<file path="src/rtl/sqrt_controller.sv">
// Sequencing controller for the max/min magnitude approximation datapath.
// Every output is a registered decode of the next state, so start never reaches an output combinationally.
module sqrt_controller (
    input  logic       clk,
    input  logic       rst,
    input  logic       start,
    output logic       busy,
    output logic       done,
    output logic       WER1,
    output logic       RER1,
    output logic       WER2,
    output logic       RER2,
    output logic       WER3,
    output logic       RER3,
    output logic [2:0] WAR1,
    output logic [2:0] RAR1,
    output logic [2:0] WAR2,
    output logic [2:0] RAR2,
    output logic [2:0] WAR3,
    output logic [2:0] RAR3,
    output logic       WER4,
    output logic       RR4,
    output logic       WER5,
    output logic       RR5,
    output logic [1:0] AU1,
    output logic [1:0] AU2,
    output logic [9:0] trictrl,
    output logic       OE
);

    typedef enum logic [3:0] {
        S_IDLE   = 4'd0,
        S_LOAD   = 4'd1,
        S_ABSA   = 4'd2,
        S_ABSB   = 4'd3,
        S_MAXX   = 4'd4,
        S_MINSUB = 4'd5,
        S_ADD    = 4'd6,
        S_MAX2   = 4'd7,
        S_OUT    = 4'd8
    } state_t;

    typedef struct packed {
        logic       busy;
        logic       done;
        logic       oe;
        logic [9:0] trictrl;
        logic [1:0] au1;
        logic [1:0] au2;
        logic       wer1;
        logic       rer1;
        logic       wer2;
        logic       rer2;
        logic       wer3;
        logic       rer3;
        logic       wer4;
        logic       rr4;
        logic       wer5;
        logic       rr5;
        logic [2:0] war1;
        logic [2:0] rar1;
        logic [2:0] war2;
        logic [2:0] rar2;
        logic [2:0] war3;
        logic [2:0] rar3;
    } ctrl_t;

    state_t state_q, state_d;
    ctrl_t  ctrl_q, ctrl_d;

    always_comb begin
        state_d = state_q;
        unique case (state_q)
            S_IDLE:   if (start) state_d = S_LOAD;
            S_LOAD:   state_d = S_ABSA;
            S_ABSA:   state_d = S_ABSB;
            S_ABSB:   state_d = S_MAXX;
            S_MAXX:   state_d = S_MINSUB;
            S_MINSUB: state_d = S_ADD;
            S_ADD:    state_d = S_MAX2;
            S_MAX2:   state_d = S_OUT;
            S_OUT:    state_d = S_IDLE;
            default:  state_d = S_IDLE;
        endcase
    end

    // Decode the state being entered so the control word lines up with that state's cycle.
    always_comb begin
        ctrl_d      = '0;
        ctrl_d.busy = (state_d != S_IDLE);
        unique case (state_d)
            S_LOAD: begin
                ctrl_d.trictrl[2] = 1'b1;
                ctrl_d.trictrl[4] = 1'b1;
                ctrl_d.wer1       = 1'b1;
                ctrl_d.war1       = 3'd0;
                ctrl_d.wer2       = 1'b1;
                ctrl_d.war2       = 3'd0;
            end
            S_ABSA: begin
                ctrl_d.rer1       = 1'b1;
                ctrl_d.rar1       = 3'd0;
                ctrl_d.au1        = 2'b00;
                ctrl_d.trictrl[3] = 1'b1;
                ctrl_d.wer1       = 1'b1;
                ctrl_d.war1       = 3'd1;
            end
            S_ABSB: begin
                ctrl_d.rer2       = 1'b1;
                ctrl_d.rar2       = 3'd0;
                ctrl_d.trictrl[1] = 1'b1;
                ctrl_d.au1        = 2'b11;
                ctrl_d.trictrl[5] = 1'b1;
                ctrl_d.wer2       = 1'b1;
                ctrl_d.war2       = 3'd1;
            end
            S_MAXX: begin
                ctrl_d.rer1       = 1'b1;
                ctrl_d.rar1       = 3'd1;
                ctrl_d.rer2       = 1'b1;
                ctrl_d.rar2       = 3'd1;
                ctrl_d.trictrl[1] = 1'b1;
                ctrl_d.au1        = 2'b10;
                ctrl_d.wer4       = 1'b1;
                ctrl_d.trictrl[6] = 1'b1;
                ctrl_d.wer3       = 1'b1;
                ctrl_d.war3       = 3'd0;
            end
            S_MINSUB: begin
                // AU1 produces y while AU2 concurrently forms x - (x>>3).
                ctrl_d.rer1       = 1'b1;
                ctrl_d.rar1       = 3'd1;
                ctrl_d.rer2       = 1'b1;
                ctrl_d.rar2       = 3'd1;
                ctrl_d.trictrl[1] = 1'b1;
                ctrl_d.au1        = 2'b01;
                ctrl_d.wer5       = 1'b1;
                ctrl_d.rr4        = 1'b1;
                ctrl_d.rer3       = 1'b1;
                ctrl_d.rar3       = 3'd0;
                ctrl_d.trictrl[7] = 1'b1;
                ctrl_d.au2        = 2'b00;
                ctrl_d.trictrl[9] = 1'b1;
                ctrl_d.wer3       = 1'b1;
                ctrl_d.war3       = 3'd1;
            end
            S_ADD: begin
                ctrl_d.rr5        = 1'b1;
                ctrl_d.trictrl[8] = 1'b1;
                ctrl_d.rer3       = 1'b1;
                ctrl_d.rar3       = 3'd1;
                ctrl_d.au2        = 2'b01;
                ctrl_d.trictrl[9] = 1'b1;
                ctrl_d.wer3       = 1'b1;
                ctrl_d.war3       = 3'd2;
            end
            S_MAX2: begin
                ctrl_d.rr4        = 1'b1;
                ctrl_d.trictrl[7] = 1'b1;
                ctrl_d.rer3       = 1'b1;
                ctrl_d.rar3       = 3'd2;
                ctrl_d.au2        = 2'b10;
                ctrl_d.trictrl[9] = 1'b1;
                ctrl_d.wer3       = 1'b1;
                ctrl_d.war3       = 3'd3;
            end
            S_OUT: begin
                ctrl_d.rer3 = 1'b1;
                ctrl_d.rar3 = 3'd3;
                ctrl_d.oe   = 1'b1;
                ctrl_d.done = 1'b1;
            end
            default: ctrl_d.busy = 1'b0;
        endcase
    end

    always_ff @(posedge clk) begin
        if (rst) begin
            state_q <= S_IDLE;
            ctrl_q  <= '0;
        end else begin
            state_q <= state_d;
            ctrl_q  <= ctrl_d;
        end
    end

    assign busy    = ctrl_q.busy;
    assign done    = ctrl_q.done;
    assign OE      = ctrl_q.oe;
    assign trictrl = ctrl_q.trictrl;
    assign AU1     = ctrl_q.au1;
    assign AU2     = ctrl_q.au2;
    assign WER1    = ctrl_q.wer1;
    assign RER1    = ctrl_q.rer1;
    assign WER2    = ctrl_q.wer2;
    assign RER2    = ctrl_q.rer2;
    assign WER3    = ctrl_q.wer3;
    assign RER3    = ctrl_q.rer3;
    assign WER4    = ctrl_q.wer4;
    assign RR4     = ctrl_q.rr4;
    assign WER5    = ctrl_q.wer5;
    assign RR5     = ctrl_q.rr5;
    assign WAR1    = ctrl_q.war1;
    assign RAR1    = ctrl_q.rar1;
    assign WAR2    = ctrl_q.war2;
    assign RAR2    = ctrl_q.rar2;
    assign WAR3    = ctrl_q.war3;
    assign RAR3    = ctrl_q.rar3;

endmodule

</file>
<file path="config.mk">
export PLATFORM = sky130hd
export DESIGN_NAME = sqrt_controller
export DESIGN_NICKNAME = d
export VERILOG_FILES = /design/src/rtl/sqrt_controller.sv
export SDC_FILE = /design/constraint.sdc
export NUM_CORES = 1
export LEC_CHECK = 0
export ABC_AREA = 1
export BUFFER_PORTS_ARGS = -buffer_cell sky130_fd_sc_hd__buf_2
export CAP_MARGIN = 20
export CORE_ASPECT_RATIO = 0.7
export CORE_MARGIN = 1.5
export CORE_UTILIZATION = 40
export DETAILED_ROUTE_END_ITERATION = 8
export PLACE_DENSITY = 0.74
export SLEW_MARGIN = 15
export SYNTH_ARGS = -nofsm -noshare
export SYNTH_HDL_FRONTEND = slang
export SYNTH_SLANG_ARGS = --single-unit
</file>
<file path="constraint.sdc">
create_clock -name clk -period 0.9 [get_ports clk]
set_input_delay 0.09 -clock clk [delete_from_list [all_inputs] [get_ports clk]]
set_output_delay 0.09 -clock clk [all_outputs]
set_load 0.005 [all_outputs]
</file>
; ---- Yosys cells after proc, flatten, opt, wreduce, memory -nomap -nowiden
; Index checks and enable logic that the tools add are counted.
[word_totals]
ff_bits = 46
input_bits = 3
elab_cells = 76
[classes]
n_eq_ne = 15
muxes = 24
bitwise = 1
reduce_logical = 13
[ops]
columns = cell, count
row1 = $eq A4 B3 Y1 const B, 8
row2 = $pmux W4 S8, 1
row3 = $pmux W2 S3, 3
row4 = $mux W1, 17
row5 = $eq A4 B2 Y1 const B, 4
row6 = $reduce_or A2 Y1, 5
row7 = $reduce_or A3 Y1, 3
row8 = $eq A4 B1 Y1 const B, 2
row9 = $reduce_or A4 Y1, 2
row10 = $reduce_or A8 Y1, 1
row11 = $eq A4 B4 Y1 const B, 1
row12 = $logic_not A4 Y1, 1
row13 = $mux W4, 1
row14 = $pmux W2 S2, 1
row15 = $reduce_bool A4 Y1, 1
row16 = $mux W2, 1
row17 = $not A1 Y1, 1

; ---- Depth between registers and ports, before layout
[logic_depth]
word_depth = 6
ltp_mapped = 6
ltp_nobuf = 6

; ---- Least setup slack after synthesis
; No wires, ideal clock.
[synth_timing]
path_kind = register to register
startpoint = register state_q[0]
endpoint = register ctrl_q, in the netlist trictrl[1]
setup_time_ns = 0.121
t_arrival_ns = 0.762
required_ns = 0.779
setup_slack_ns = 0.018
path_stages_with_launch = 6
path_buffers = 0
path_cell_list = dfxtp_1 > inv_2 > nand2_2 > nor2_2 > nor2_2 > a21oi_1
[synth_via]
elab_chain_len = 5
word_cells_on_any_way = 15
classes_between = 10 x eq/ne / 3 x mux / 2 x reduce/logical
[synth_rtl]
columns = item, line
row1 = "start, declared", 68  ; state_t state_q, state_d;
row2 = "start signal, assigned", 182  ; state_q <= state_d;
row3 = $eq A4 B3 Y1 (tied with other cells), 73  ; unique case (state_q)
row4 = $pmux W4 S8 *, 73
row5 = $eq A4 B3 Y1 or $eq A4 B2 Y1 (tied branches), 91  ; unique case (state_d)
row6 = $reduce_or A3 Y1 (no line) *, n/a
row7 = $mux W1 *, 91
row8 = "end signal, assigned", 183  ; ctrl_q <= ctrl_d;
row9 = "end, declared", 69  ; ctrl_t ctrl_q, ctrl_d;
; Every way passes the cells marked *; elsewhere a longest branch is shown, timed or not.
; A chain may end at the register's enable or synchronous reset.

; ---- Worst setup path in the final report
[layout_timing]
startpoint = register state_q[3]
endpoint = register ctrl_q, in the netlist AU1[0]
[layout_via]
elab_chain_len = 4
word_cells_on_any_way = 14
classes_between = 10 x eq/ne / 3 x mux / 1 x reduce/logical
[layout_rtl]
columns = item, line
row1 = $eq A4 B3 Y1 (tied with other cells), 73
row2 = $pmux W4 S8 *, 73
row3 = $eq A4 B3 Y1 or $eq A4 B2 Y1 (tied branches), 91
row4 = $pmux W2 S3 *, 91
; Marks and branches as above.

==> results.cfg <==
[status]
status = finished with violations
violations = negative setup slack

[critical_path]
worstPathCellList = inv_4 > nand2_4 > nor2_4 > inv_4 > a21oi_1
path_max_fanout = 4
rr_worst_depth = 5
worstSetupStartpointType = flop
cpPeakStageDelay_ns = 0.39
path_delay_family = flip-flops
worstPathArrival_ns = 1.23
worstSetupEndpointType = flop
cp_slowest_cell = dfxtp_4
r2r_end = AU1[0]
cp.buffers_inverters = 2
cpMostUsedCell = inv_4
rrSetupSlack_ns = -0.07
r2r_start = state_q[3]
cp.required_ns = 1.16
crit_type = flop to flop

[die]
io_pins = 48
die-area_mm2 = 0.00284
placementRows = 15
die_width_um = 63.1
fp.dieH_um = 45.1
start_util = 0.418
coreArea_mm2 = 0.00242

[sta]
hold_violations = 0
rsz0062_at_grt = yes
finClkSkew_ns = 0.00135
min_period_ns = 0.969
fin_ws_ns = -0.0688
fin_crit_sh = 1.08
setup_viol = 15
holdWs_ns = 0.0676
timing.fmax_ghz = 1.03
slew_viol_final = 0

[synth]
syn_area_mm2 = 0.00101
synth_cells = 113
syn_avg_cell_area_um2 = 8.95
synth_cell_types = 15
ys_ff_latch = 28
synth.yosys.seq_area_share = 0.554
synth-warning-count = 0

[placement]
dpl.hpwl_um = 1290
io_buffers = 36
gp_congestion = 0.890

[global_routing]
gr-total-overflow = 0
grt_pass1_wl_um = 2840
grt_pass1_vias = 637
antenna_found_initial = 0
grt_util_all_layers = 0.129
grt_max_degree = 20

[routing]
drt-total-wl_um = 1980
drc_errors = 0
vias_per_cell = 4.40
drtIter0Drc = 35
vias = 797
drt-pass1-iter-count = 4
wl_per_cell_um = 10.9
ant_nets = 0

[final_layout]
drive_above_1_share = 0.633
areaGrowthSynthToFinish_pct = 37.5
postLayoutCoreUtil = 0.574
diodes = 0
fill_cells = 191
finalNetCount = 152

[power_and_ir_drop]
vdd_drop_max_v = 0.000704
power.density_mw_per_mm2 = 1580
leakage_nw = 0.683

[hold_path]
hold_path.class = input port to flop
hold_end = RAR3[1]
min-delay-start = rst
hold-path-cell-count = 2

[cts]
clk_pin_slew_ns = 0.13
cts_tree = built
cts-root-buf = clkbuf_4
cts_buffer_depth = 2
numClockSinks = 28
cts-htree-levels = 1
clock_latency_ns = 0.32
cts_buffers = 3

[job]
drv_cap = 0
power by group:
group / switching, mW / leakage (nW) / internal, mW
sequential: 0.0375 / 0.233 / 1.30
combinational: 0.208 / 0.436 / 0.154
clock: 0.338 / 0.0138 / 0.157
registers in the layout, indices dropped and copies added (netlist names):
| register | flops |
|---|---|
| trictrl | 8 |
| state_q | 4 |
| AU1 | 2 |
| RAR3 | 2 |
| WAR3 | 2 |
| AU2 | 1 |
| RAR2 | 1 |
| RER1 | 1 |
| RER3 | 1 |
| WER1 | 1 |
| WER2 | 1 |
| WER3 | 1 |
| WER5 | 1 |
| busy | 1 |
| done | 1 |
placed cells by master (no fill, tap or decap), drive strengths merged:
master | netlist | routed
conb | 1 | 11
a21oi | 13 | 13
nand2 | 9 | 9
inv | 9 | 9
nor2 | 20 | 20
nand4 | 1 | 1
clkbuf | 0 | 3
dfxtp | 28 | 28
o21ai | 1 | 1
buf | 24 | 45
nand3 | 7 | 7
repair_timing:
action	4_1_cts	5_1_grt
hold buffers	0	0
endpoints found under the setup margin	22	33
resized for setup	31	26
setup buffers	3	1
pin swaps	6	8
how the worst max path moves through the flow:
stage / from / to / slack (ns) / cells after the start
after global placement: state_q[1] / state_q[2] / -0.06 / 3
after CTS: state_q[3] / RAR3[1] / -0.01 / 5
after global routing: state_q[1] / busy / -0.11 / 6
final: state_q[3] / AU1[0] / -0.07 / 5
after floorplan: state_q[0] / trictrl[1] / 0.02 / 5
after detailed placement: state_q[3] / trictrl[7] / -0.09 / 5
Yosys cell counts, drive strengths merged:
master  instances  area (um2)
inv             9        33.8
conb            1        3.75
o21ai           1        5.00
dfxtp          28         561
a21oi          13        65.1
buf            24         173
nand4           1        6.26
nor2           20        87.6
nand3           7        35.0
nand2           9        41.3
kinds of logic after synthesis:
family / share of synthesized area
compound gates: 0.0693
buf+inv: 0.204
flops: 0.554
other cells: 0.00371
simple gates: 0.168
layout make-up:
class	instances	area (um2)	share of cell area
well taps	34	42.5	0.0306
repair buffers	45	264	0.190
clock buffers	3	22.5	0.0162
flip-flops and latches	28	581	0.418
multi-input cells	62	424	0.305
inverters	9	56.3	0.0405
per-stage QoR:
| step | instance area, um2 | total power, mW | setup slack [ns] | std cells | TNS (ns) |
|---|---|---|---|---|---|
| after CTS | 1290 | 2.13 | -0.0140 | 180 | -0.0574 |
| after detailed placement | 1150 | 1.60 | -0.0859 | 174 | -0.910 |
| after global placement | 1150 | 1.60 | -0.0629 | 174 | -0.479 |
| after global routing | 1390 | 2.29 | -0.109 | 181 | -1.32 |
| final | 1390 | 2.19 | -0.0688 | 181 | -0.385 |
| after floorplan | 1050 | 1.55 | 0.0176 | 123 | 0 |
metal layers:
metal | wire length [um] | vias to the layer above | global-route usage
li1 | - | 393 | -
met1 | 836 | 359 | 0.162
met2 | 954 | 39 | 0.211
met3 | 125 | 6 | 0.0249
met4 | 61 | 0 | 0.0800
met5 | 0 | - | 0
No activity file was read; power rests on OpenSTA's default activity.
